File: src/rtl/snd_arb_rr.sv
// snd_arb_rr: round-robin send arbiter between NFIFO channel FIFOs and a
// GTP transmitter. One block of winlen+3 words is sent per grant, with a
// comma between blocks and while idle. A trigger request pre-empts
// everything for the cycle it is asserted and emits CH_TRIG.
//
// Optional build macro: SND_ARB_STALL_TIMEOUT_EN
//   defined   - a stalled block is aborted after STALL_MAX data-less cycles
//               and err pulses for one cycle.
//   undefined - a stalled block waits indefinitely; err is tied low.
module snd_arb_rr #(
    parameter int              NFIFO     = 17,
    parameter int              DW        = 16,
    parameter int              LENW      = 9,
    parameter logic [DW-1:0]   CH_COMMA  = 16'h00BC,
    parameter logic [DW-1:0]   CH_TRIG   = 16'h801C,
    parameter int              STALL_MAX = 255
) (
    input  logic                  clk,
    input  logic                  rst_n,
    output logic [NFIFO-1:0]      arb_want,
    input  logic [NFIFO-1:0]      fifo_have,
    input  logic [NFIFO*DW-1:0]   datain,
    input  logic [NFIFO-1:0]      chan_mask,
    input  logic [LENW-1:0]       winlen,
    input  logic                  trig,
    output logic [DW-1:0]         dataout,
    output logic                  kchar,
    output logic                  busy,
    output logic                  err
);

    localparam int              PW = $clog2(NFIFO);
    localparam logic [PW:0]     NF = (PW+1)'(NFIFO);
    localparam logic [PW-1:0]   LAST_CH = PW'(NFIFO - 1);

    typedef enum logic [1:0] {
        IDLE = 2'd0,
        DATA = 2'd1,
        GAP  = 2'd2
    } state_t;

    state_t              state;
    logic [PW-1:0]       ptr;
    logic [PW-1:0]       sel;
    logic [LENW:0]       towrite;

    // Search helpers: eligible channels rotated so that ptr sits at bit 0.
    logic [NFIFO-1:0]    elig;
    logic [2*NFIFO-1:0]  elig_dbl;
    logic [NFIFO-1:0]    rot;
    logic                found;
    logic [PW-1:0]       off;
    logic [PW:0]         cand_sum;
    logic [PW-1:0]       cand;

    logic                have_sel;
    logic [DW-1:0]       data_sel;
    logic [PW-1:0]       next_ptr;
    logic                last_word;
    logic [NFIFO-1:0]    sel_onehot;

    assign elig     = chan_mask & fifo_have;
    assign elig_dbl = {elig, elig} >> ptr;
    assign rot      = elig_dbl[NFIFO-1:0];

    // Lowest set bit of the rotated vector is the first eligible channel at or after ptr.
    always_comb begin
        // NOTE: defaults first so every path assigns found/off and no latch is inferred.
        found = 1'b0;
        off   = '0;
        for (int k = NFIFO - 1; k >= 0; k--) begin
            if (rot[k]) begin
                found = 1'b1;
                off   = k[PW-1:0];
            end
        end
    end

    assign cand_sum   = {1'b0, ptr} + {1'b0, off};
    assign cand       = (cand_sum >= NF) ? PW'(cand_sum - NF) : cand_sum[PW-1:0];

    assign have_sel   = fifo_have[sel];
    assign data_sel   = datain[DW*int'(sel) +: DW];
    assign next_ptr   = (sel == LAST_CH) ? '0 : sel + 1'b1;
    assign last_word  = (towrite == (LENW+1)'(1));
    assign sel_onehot = {{(NFIFO-1){1'b0}}, 1'b1} << sel;

    // Read request is only raised while a block is open and no trigger pre-empts it.
    assign arb_want   = (state == DATA && !trig) ? sel_onehot : '0;
    assign busy       = (state != IDLE);

`ifdef SND_ARB_STALL_TIMEOUT_EN
    logic [7:0] stall;
    logic       stall_abort;
    logic       err_q;

    assign stall_abort = (state == DATA) && !trig && !have_sel &&
                         (stall == 8'(STALL_MAX - 1));
    assign err = err_q;

    // Saturating count of data-less cycles inside a block; pulses err on abort.
    always_ff @(posedge clk or negedge rst_n) begin
        if (!rst_n) begin
            stall <= '0;
            err_q <= 1'b0;
        end else begin
            err_q <= stall_abort;
            if (!trig) begin
                if (state == IDLE || (state == DATA && (have_sel || stall_abort))) begin
                    stall <= '0;
                end else if (state == DATA && stall != 8'hFF) begin
                    stall <= stall + 8'd1;
                end
            end
        end
    end
`else
    assign err = 1'b0;
    wire unused_stall_cfg = |STALL_MAX;
`endif

    // Arbitration FSM with registered GTP word; trig freezes all state for its cycle.
    always_ff @(posedge clk or negedge rst_n) begin
        if (!rst_n) begin
            state   <= IDLE;
            ptr     <= '0;
            sel     <= '0;
            towrite <= '0;
            dataout <= CH_COMMA;
            kchar   <= 1'b1;
        end else if (trig) begin
            // NOTE: non-blocking assignments keep every register sampling pre-edge values.
            dataout <= CH_TRIG;
            kchar   <= 1'b1;
        end else begin
            dataout <= CH_COMMA;
            kchar   <= 1'b1;
            unique case (state)
                IDLE: begin
                    if (found) begin
                        sel     <= cand;
                        towrite <= {1'b0, winlen} + (LENW+1)'(3);
                        state   <= DATA;
                    end
                end
                DATA: begin
                    if (have_sel) begin
                        dataout <= data_sel;
                        kchar   <= 1'b0;
                        towrite <= towrite - 1'b1;
                        if (last_word) begin
                            ptr   <= next_ptr;
                            state <= GAP;
                        end
`ifdef SND_ARB_STALL_TIMEOUT_EN
                    end else if (stall_abort) begin
                        ptr   <= next_ptr;
                        state <= GAP;
`endif
                    end
                end
                GAP: begin
                    state <= IDLE;
                end
                default: begin
                    state <= IDLE;
                end
            endcase
        end
    end

endmodule
File: config.mk
export PLATFORM = sky130hd
export DESIGN_NAME = snd_arb_rr
export DESIGN_NICKNAME = d
export VERILOG_FILES = /design/src/rtl/snd_arb_rr.sv
export SDC_FILE = /design/constraint.sdc
export NUM_CORES = 1
export LEC_CHECK = 0
export BUFFER_PORTS_ARGS = -buffer_cell sky130_fd_sc_hd__buf_2
export CORE_ASPECT_RATIO = 1.1
export CORE_MARGIN = 10
export CORE_UTILIZATION = 40
export DETAILED_ROUTE_END_ITERATION = 10
export PLACE_DENSITY = 0.71
export SETUP_SLACK_MARGIN = 0.5
export SLEW_MARGIN = 25
export SYNTH_ARGS = -nofsm -noshare
export SYNTH_HDL_FRONTEND = slang
export SYNTH_SLANG_ARGS = --single-unit
File: constraint.sdc
create_clock -name clk -period 7.8 [get_ports clk]
set_input_delay 0.39 -clock clk [delete_from_list [all_inputs] [get_ports clk]]
set_output_delay 0.39 -clock clk [all_outputs]
set_load 0.01 [all_outputs]
# Word-level counts from Yosys, hierarchy flattened
# Cells that the tools add are included.
# classes
bitwise	2
n_mux	52
eq_ne	6
n_mul	0
addsub	5
shifts	3
div	0
order_cmp	2
reduce_logical	9
# ops
cell	n
272-bit by 10-bit variable part select with 16-bit output	1
5-bit 2-to-1 mux	19
16-bit 2-to-1 mux	3
34-bit by 5-bit >> shifter with 17-bit output	1
1-bit 2-to-1 mux	21
10-bit 2-to-1 mux	2
10-bit one-hot mux with 2 select lines	1
17-bit AND	1
17-bit 2-to-1 mux	1
1-bit by 5-bit left shift with 17-bit output, first input constant	1
4-bit AND reduction	3
9-bit by 2-bit adder with 10-bit output, second input constant	1
10-bit by 1-bit == test with 1-bit output, second input constant	1
10-bit by 1-bit subtractor with 10-bit output, second input constant	1
5-bit by 5-bit adder with 6-bit output	1
6-bit by 5-bit greater-or-equal comparator with 1-bit output, second input constant	1
5-bit by 6-bit less-than comparator with 1-bit output, second input constant	1
2-bit 2-to-1 mux	3
2-bit != test, second input constant	3
5-bit by 1-bit adder with 5-bit output, second input constant	1
1-bit binary-select mux with 5-bit select	1
5-bit == test, second input constant	1
5-bit subtractor, second input constant	1
2-bit one-hot mux with 2 select lines	1
other kinds (7)	8
# word_totals
rom_bits	0
ram_bits	0
latchBits	0
mem_count	0
in_bits	318
register_bits	39

# Depth between registers and ports, before layout
# Gate-level depths: netlist of run 1.
# depth
depth_word	22
depth_mapped	22
mapped_depth_nobuf	20

# Least setup slack after synthesis of run 1
# OpenSTA, ideal clock, no wires.
# synth_path
kind	flip-flop to flip-flop
startpoint	register ptr[1]
endpoint	register sel[3]
setup_time_ps	125
required_ps	7675
path_slack_ps	3295
path_stages_with_launch	21
arrival_time_ps	4380
path_cell_list	dfrtp_1 buf_6 buf_8 mux4_2 mux2_2 o211ai_1 and2b_2 o31a_1 o21ai_1 a21oi_1 nor3b_1 ha_1 a21o_1 a21oi_1 xnor2_1 nand3_1 o21ai_0 nand2_1 nand4_1 xor2_1 mux2_4
# synth_via
elab_chain_len	21
# synth_rtl
item	line_no	source
from (decl)	43	logic [PW-1:0] ptr;
from (signal assigned)	152	ptr <= next_ptr;
34-bit by 5-bit >> shifter with 17-bit output	63	assign elig_dbl = {elig, elig} >> ptr;
5-bit 2-to-1 mux (17 in series)	72	if (rot[k]) begin
5-bit by 5-bit adder with 6-bit output	79	assign cand_sum = {1'b0, ptr} + {1'b0, off};
6-bit by 5-bit greater-or-equal comparator with 1-bit output	80	assign cand = (cand_sum >= NF) ? PW'(cand_sum - NF) : cand_sum[PW-1:0];
5-bit 2-to-1 mux	80	
to (signal assigned)	141	sel <= cand;
to (decl)	44	logic [PW-1:0] sel;
# Parallel ways exist; a longest one is shown, timed or not.
# A chain may end at the register's enable or synchronous reset.

# Final worst setup path of run 1
# Same ends and word-level chain as after synthesis.

==> flow_metrics.tcl, run 1 <==
set metrics [dict create \
    yosysWarnings 0 \
    grt_setup_unrepaired "false" \
    drc 0 \
    ys_seq_area_share_pct 15.8 \
    instances_no_fill 1104 \
    rows 47 \
    syn_nets 919 \
    cp_max_fo 21 \
    start_util_pct 41.0 \
    fin_util_pct 54.0 \
    place_area_sq_um 8040 \
    syn_inst 584 \
    worstSetupPathType "reg -> reg" \
    cts.sinks 39 \
    finalSetupViolCount 0 \
    period_minus_slack_ns 5.40 \
    skew_ns 0.00664 \
    htreeDepth 2 \
    fmax_ghz 0.185 \
    finalHoldViolations 0 \
    dieArea_sq_um 21000 \
    post_cts_buffers 0 \
    synth-main-ff-cell "dfrtp_1" \
    fin_nets 1236 \
    core_sq_um 15200 \
    grt_use_total_pct 26.1 \
    synth_area_sq_um 6220 \
    syn_to_final_growth_pct 31.7 \
    routedWlPerCell_um 26.6 \
    critPathLaunchType "register" \
    route.vias.total 6696 \
    slew_violations 0 \
    post-place-ws_ns 2.42 \
    ys_ff_latch 39 \
    ctsHoldBuffers 0 \
    cts_tree "built" \
    stdcell_area_sq_um 8200 \
    setup_slack_ns 2.40 \
    cts-buffers-inserted 5 \
    p_leak_nw 3.66 \
    ys_types 83 \
    mostFrequentLayoutCells "buf_2, mux4_2, nor2_1" \
    tightestPinTransition_ns 0.919 \
    ios 354 \
    worstSetupEndpointType "register" \
    hold_class "in -> async" \
    finalPower_mw 1.81 \
    cts_root_buf "clkbuf_16" \
    drt_pre_antenna_iters 5 \
    ir_drop_mv 0.196 \
    via_per_inst 6.07 \
    power_density_nw_per_um2 221 \
    worstSkewPairLatency_ns 0.28 \
    slew_headroom_pct 38.7 \
    grt_pass1_vias 6932 \
    drv_cap 0 \
    avgSynthCellArea_sq_um 10.7 \
    synth-async-reset-ratio_pct 100 \
    die_w_um 139 \
    grt_max_degree 45 \
    final_common_cell "buf_2" \
    grt_pass1_wl_um 42700 \
    arrival_ns 5.56 \
    wl_um 29300 \
    clock_path_buffers 2 \
    ctsResizeCount 0 \
    antenna_found_initial 7 \
    post-route-period-util_pct 69.2 \
    drive_above_1_share_pct 56.1 \
    crit_required_ns 7.96 \
    die_h_um 151 \
    gp_congestion 0.973 \
    fin_tns_setup_ns 0 \
    placed_cells 1090 \
    dp_hpwl_um 25300 \
    ant_nets 0 \
    grt_remaining_overflow 0 \
    synth_edf_count 0 \
    status "complete, no violations" \
    portBuffers 352 \
    whs_ns 0.235 \
    clk_pin_slew_ns 0.06 \
    drt_iter0_markers 743 \
]
[worst paths after layout]
kind | slack, ns | start | end | depth (start not counted)
max in group asynchronous | 6.88 | rst_n | sel[0]$_DFFE_PN0P_ | 1
min reg2reg | 0.49 | towrite[9]$_DFFE_PN0P_ | towrite[9]$_DFFE_PN0P_ | 2
min | 0.24 | rst_n | towrite[5]$_DFFE_PN0P_ | 1
max | 2.40 | ptr[1]$_DFFE_PN0P_ | sel[3]$_DFFE_PN0P_ | 19
min in group clk | 0.34 | datain[260] | dataout[4]$_DFF_PN1_ | 2
max reg2reg | 2.40 | ptr[1]$_DFFE_PN0P_ | sel[3]$_DFFE_PN0P_ | 19
[flip-flops by register name, summed over array words and instances (netlist names)]
signal and flops:
ptr 5, sel 5, state 2, kchar 1, dataout 16, towrite 10
[routing by layer]
| metal | routed length, um | vias up | global-route usage (%) | part of all wire (%) |
|---|---|---|---|---|
| li1 | - | 2991 | - | - |
| met1 | 10800 | 3259 | 32.6 | 37 |
| met2 | 14800 | 412 | 44.4 | 50 |
| met3 | 3260 | 32 | 7.89 | 11 |
| met4 | 455 | 2 | 4.33 | 1.6 |
| met5 | 18 | - | 0 | 0.061 |
[cell families after synthesis]
kind of cell | after synthesis | synth area share (%)
buffers and inverters | 65 | 4.84
and+or+nand+nor | 205 | 17.1
adders and majority gates | 17 | 3.54
xor gates and xnor gates | 14 | 1.97
AOI/OAI and AO/OA | 118 | 14.0
other | 1 | 0.0602
muxes | 125 | 42.7
DFF | 39 | 15.8
[critical path, cell delays in order (launching register included)]
cell and delay (ns):
dfrtp_1 0.92, buf_4 0.32, mux4_2 0.58, mux2_2 0.28, o211ai_1 0.24, and2b_2 0.29, o31a_1 0.25, o21ai_1 0.13
a21oi_1 0.09, nor3b_1 0.37, ha_1 0.31, a21o_1 0.17, a21oi_1 0.21, xnor2_1 0.19, nand3_1 0.15, o21ai_0 0.17
nand2_1 0.15, nand4_1 0.14, xor2_1 0.07, mux2_4 0.26
[where the power goes]
group          switching, mW  internal, mW  total [mW]
registers              0.116         0.277       0.392
logic                  0.555         0.659        1.21
clock network         0.0824         0.118       0.200
[synthesized netlist by cell type (all sizes together) (4+ instances only)]
master     n  area share, %
mux4     110             40
nor2      60            3.7
nand2     58            3.5
dfrtp     33             13
clkbuf    26            1.6
buf       21            2.2
o21ai     21            1.7
a22oi     19            2.3
a21oi     18            1.4
nor3      18            1.6
inv       17            1.0
ha        16            3.2
and2      15            1.6
nand3     11           0.88
xnor2      9            1.3
a211oi     8            1.2
a2bb2oi    8            1.1
mux2i      8            1.3
mux2       7            1.4
nand2b     7           0.70
dfstp      6            2.5
and3       5           0.50
o22ai      5           0.60
xor2       5           0.70
a221o      4           0.64
nand4b     4            1.0
o221ai     4           0.56
o31ai      4           0.48
or2        4           0.40
[area by class of cell]
class,count,area (sq um)
Clock inverter,2,12.5
Clock buffer,6,129
Antenna cell,6,15.0
Fill cell,1435,6970
Tap cell,196,245
Sequential cell,39,990
Timing Repair Buffer,357,1800
Multi-Input combinational cell,480,4940
Inverter,18,67.6
(Power assumes the default switching activity.)
==> run 2: changes to the inputs <==
--- a/config.mk
+++ b/config.mk
@@ -10,7 +10,7 @@
 export CORE_MARGIN = 10
 export CORE_UTILIZATION = 40
 export DETAILED_ROUTE_END_ITERATION = 10
-export PLACE_DENSITY = 0.71
+export PLACE_DENSITY = 0.74
 export SETUP_SLACK_MARGIN = 0.5
 export SLEW_MARGIN = 25
 export SYNTH_ARGS = -nofsm -noshare
==> constraint.sdc (replaced) <==
create_clock -name clk -period 4.55 [get_ports clk]
set_input_delay 0.2275 -clock clk [delete_from_list [all_inputs] [get_ports clk]]
set_output_delay 0.2275 -clock clk [all_outputs]
set_load 0.01 [all_outputs]
==> flow_metrics.tcl, run 2 (synthesis gave the netlist of run 1 again) <==
set metrics [dict create \
    worstPathCellList "buf_12, mux4_2, mux4_2, o22ai_4, buf_4, o31a_1, o21ai_2, a21oi_2, nor3b_2, buf_4, fa_2, a21oi_2, nor2_1, nor2_1, xnor2_1, o21ai_2, nand2_2, nand4_1, xor2_1, mux2_4" \
    ir_drop_mv 0.242 \
    internal_power_mw 1.96 \
    dieArea_sq_um 21000 \
    post-place-ws_ns 0.0546 \
    portBuffers 352 \
    crit_required_ns 4.72 \
    placed_cells 1112 \
    ant_nets 0 \
    worstSetupPathType "reg -> reg" \
    finalHoldViolations 0 \
    worstSetupEndpointType "register" \
    instances_no_fill 1163 \
    critPathBufInv 3 \
    max_stage_delay_ns 0.57 \
    tightestPinTransition_ns 0.911 \
    top_regs "dataout x16, towrite x10" \
    hold_class "in -> async" \
    multiInputGateArea_sq_um 5080 \
    largest_register "dataout" \
    final_common_cell "buf_2" \
    pwr-share-seq_pct 20.2 \
    comb_power_share_pct 65.7 \
    grt_setup_unrepaired "true" \
    htreeDepth 2 \
    wl_um 29600 \
    p_switching_mw 1.31 \
    p_leak_nw 4.01 \
    cts-buffers-inserted 5 \
    die_h_um 151 \
    status "complete, no violations" \
    finalSetupViolCount 0 \
    via_per_inst 6.17 \
    grt_use_total_pct 26.3 \
    gp_congestion 0.975 \
    power_density_nw_per_um2 367 \
    setup_slack_ns 0.0707 \
    skew_ns 0.00465 \
    p_clk_share_pct 14.1 \
    fin_tns_setup_ns 0 \
    slew_violations 0 \
    core_sq_um 15200 \
    cts.sinks 39 \
    switching_share_pct 40.1 \
    largest_reg_flops 16 \
    cts_root_buf "clkbuf_16" \
    grt_max_degree 68 \
    grt_pass1_vias 7510 \
    register_area_sq_um 993 \
    period_minus_slack_ns 4.48 \
    die_w_um 139 \
    cp_max_fo 6 \
    worstSkewPairLatency_ns 0.29 \
    r2r_start "ptr[0]$_DFFE_PN0P_" \
    syn_to_final_growth_pct 43.1 \
    clock_path_buffers 2 \
    grt_remaining_overflow 0 \
    dp_hpwl_um 24500 \
    post-route-period-util_pct 98.4 \
    grt_pass1_wl_um 43900 \
    drv_cap 0 \
    finalPower_mw 3.27 \
    fillers 1340 \
    reg2reg_to "sel[3]$_DFFE_PN0P_" \
    fmax_ghz 0.223 \
    critical_path.top_delay_family "multiplexers" \
    mostFrequentLayoutCells "buf_2, mux4_2, nor2_1" \
    drt_pre_antenna_iters 6 \
    clk_pin_slew_ns 0.06 \
    fin_util_pct 58.7 \
    rows 47 \
    routedWlPerCell_um 25.5 \
    start_util_pct 41.0 \
    ff2ff_setup_slack_ns 0.07 \
    slew_headroom_pct 39.3 \
    drt_iter0_markers 827 \
    critPathLaunchType "register" \
    ios 354 \
    drive_above_1_share_pct 61.8 \
    cts_tree "built" \
    crit_slowest_cell "mux4_2" \
    drc 0 \
    antenna_found_initial 8 \
    route.vias.total 7173 \
    fin_nets 1293 \
    arrival_ns 4.65 \
    worst_r2r_path_depth 20 \
]
==> run 2: worst max-delay path by stage <==
stage                     slack [ns]  depth (start not counted)                 end                from
after detailed placement        0.05                         18  sel[3]$_DFFE_PN0P_  ptr[1]$_DFFE_PN0P_
final                           0.07                         20  sel[3]$_DFFE_PN0P_  ptr[0]$_DFFE_PN0P_
after CTS                       0.22                         20  sel[3]$_DFFE_PN0P_  ptr[0]$_DFFE_PN0P_
after floorplan                 0.28                         20  sel[3]$_DFFE_PN0P_  ptr[1]$_DFFE_PN0P_
after global routing           -0.12                         22  sel[3]$_DFFE_PN0P_  ptr[1]$_DFFE_PN0P_
after global placement           0.1                         18  sel[3]$_DFFE_PN0P_  ptr[1]$_DFFE_PN0P_
==> run 2: stage by stage <==
step	hold slack (ns)	cell area [sq um]
after floorplan	-0.0681	6240
after global placement	0.408	8230
after detailed placement	0.404	8230
after CTS	0.102	8750
after global routing	0.151	8890
final	0.0575	8910
==> run 2: per-layer routing <==
| metal | routed length, um | vias to the layer above | global-route usage [%] |
|---|---|---|---|
| met4 | 807 | 6 | 6.52 |
| li1 | - | 3104 | - |
| met3 | 3560 | 80 | 9.08 |
| met5 | 34 | - | 0 |
| met1 | 10500 | 3468 | 32.3 |
| met2 | 14700 | 515 | 43.4 |
==> run 2: timing repair <==
item	4_1_cts	5_1_grt
pin swaps	22	23
gates cloned	2	0
resized for setup	23	16
buffers inserted	24	9
endpoints found under the setup margin	5	5
hold buffers	0	0
hold endpoints to repair	0	0
==> run 2: layout make-up <==
| type | count | area share (%) |
|---|---|---|
| Antenna cell | 8 | 0.225 |
| Clock buffer | 6 | 1.45 |
| Clock inverter | 2 | 0.674 |
| Inverter | 18 | 0.786 |
| Multi-Input combinational cell | 480 | 57.0 |
| Sequential cell | 39 | 11.2 |
| Tap cell | 196 | 2.75 |
| Timing Repair Buffer | 414 | 26.0 |
==> run 2: power by group through the flow <==
stage                     Clock (mW)  Sequential (mW)  Combinational, mW
after CTS                      0.461            0.662               2.14
after global placement             0            0.664               2.09
after detailed placement           0            0.668               2.11
after global routing           0.475            0.689               2.30
final                          0.461            0.662               2.15
after floorplan                    0            0.565               1.57
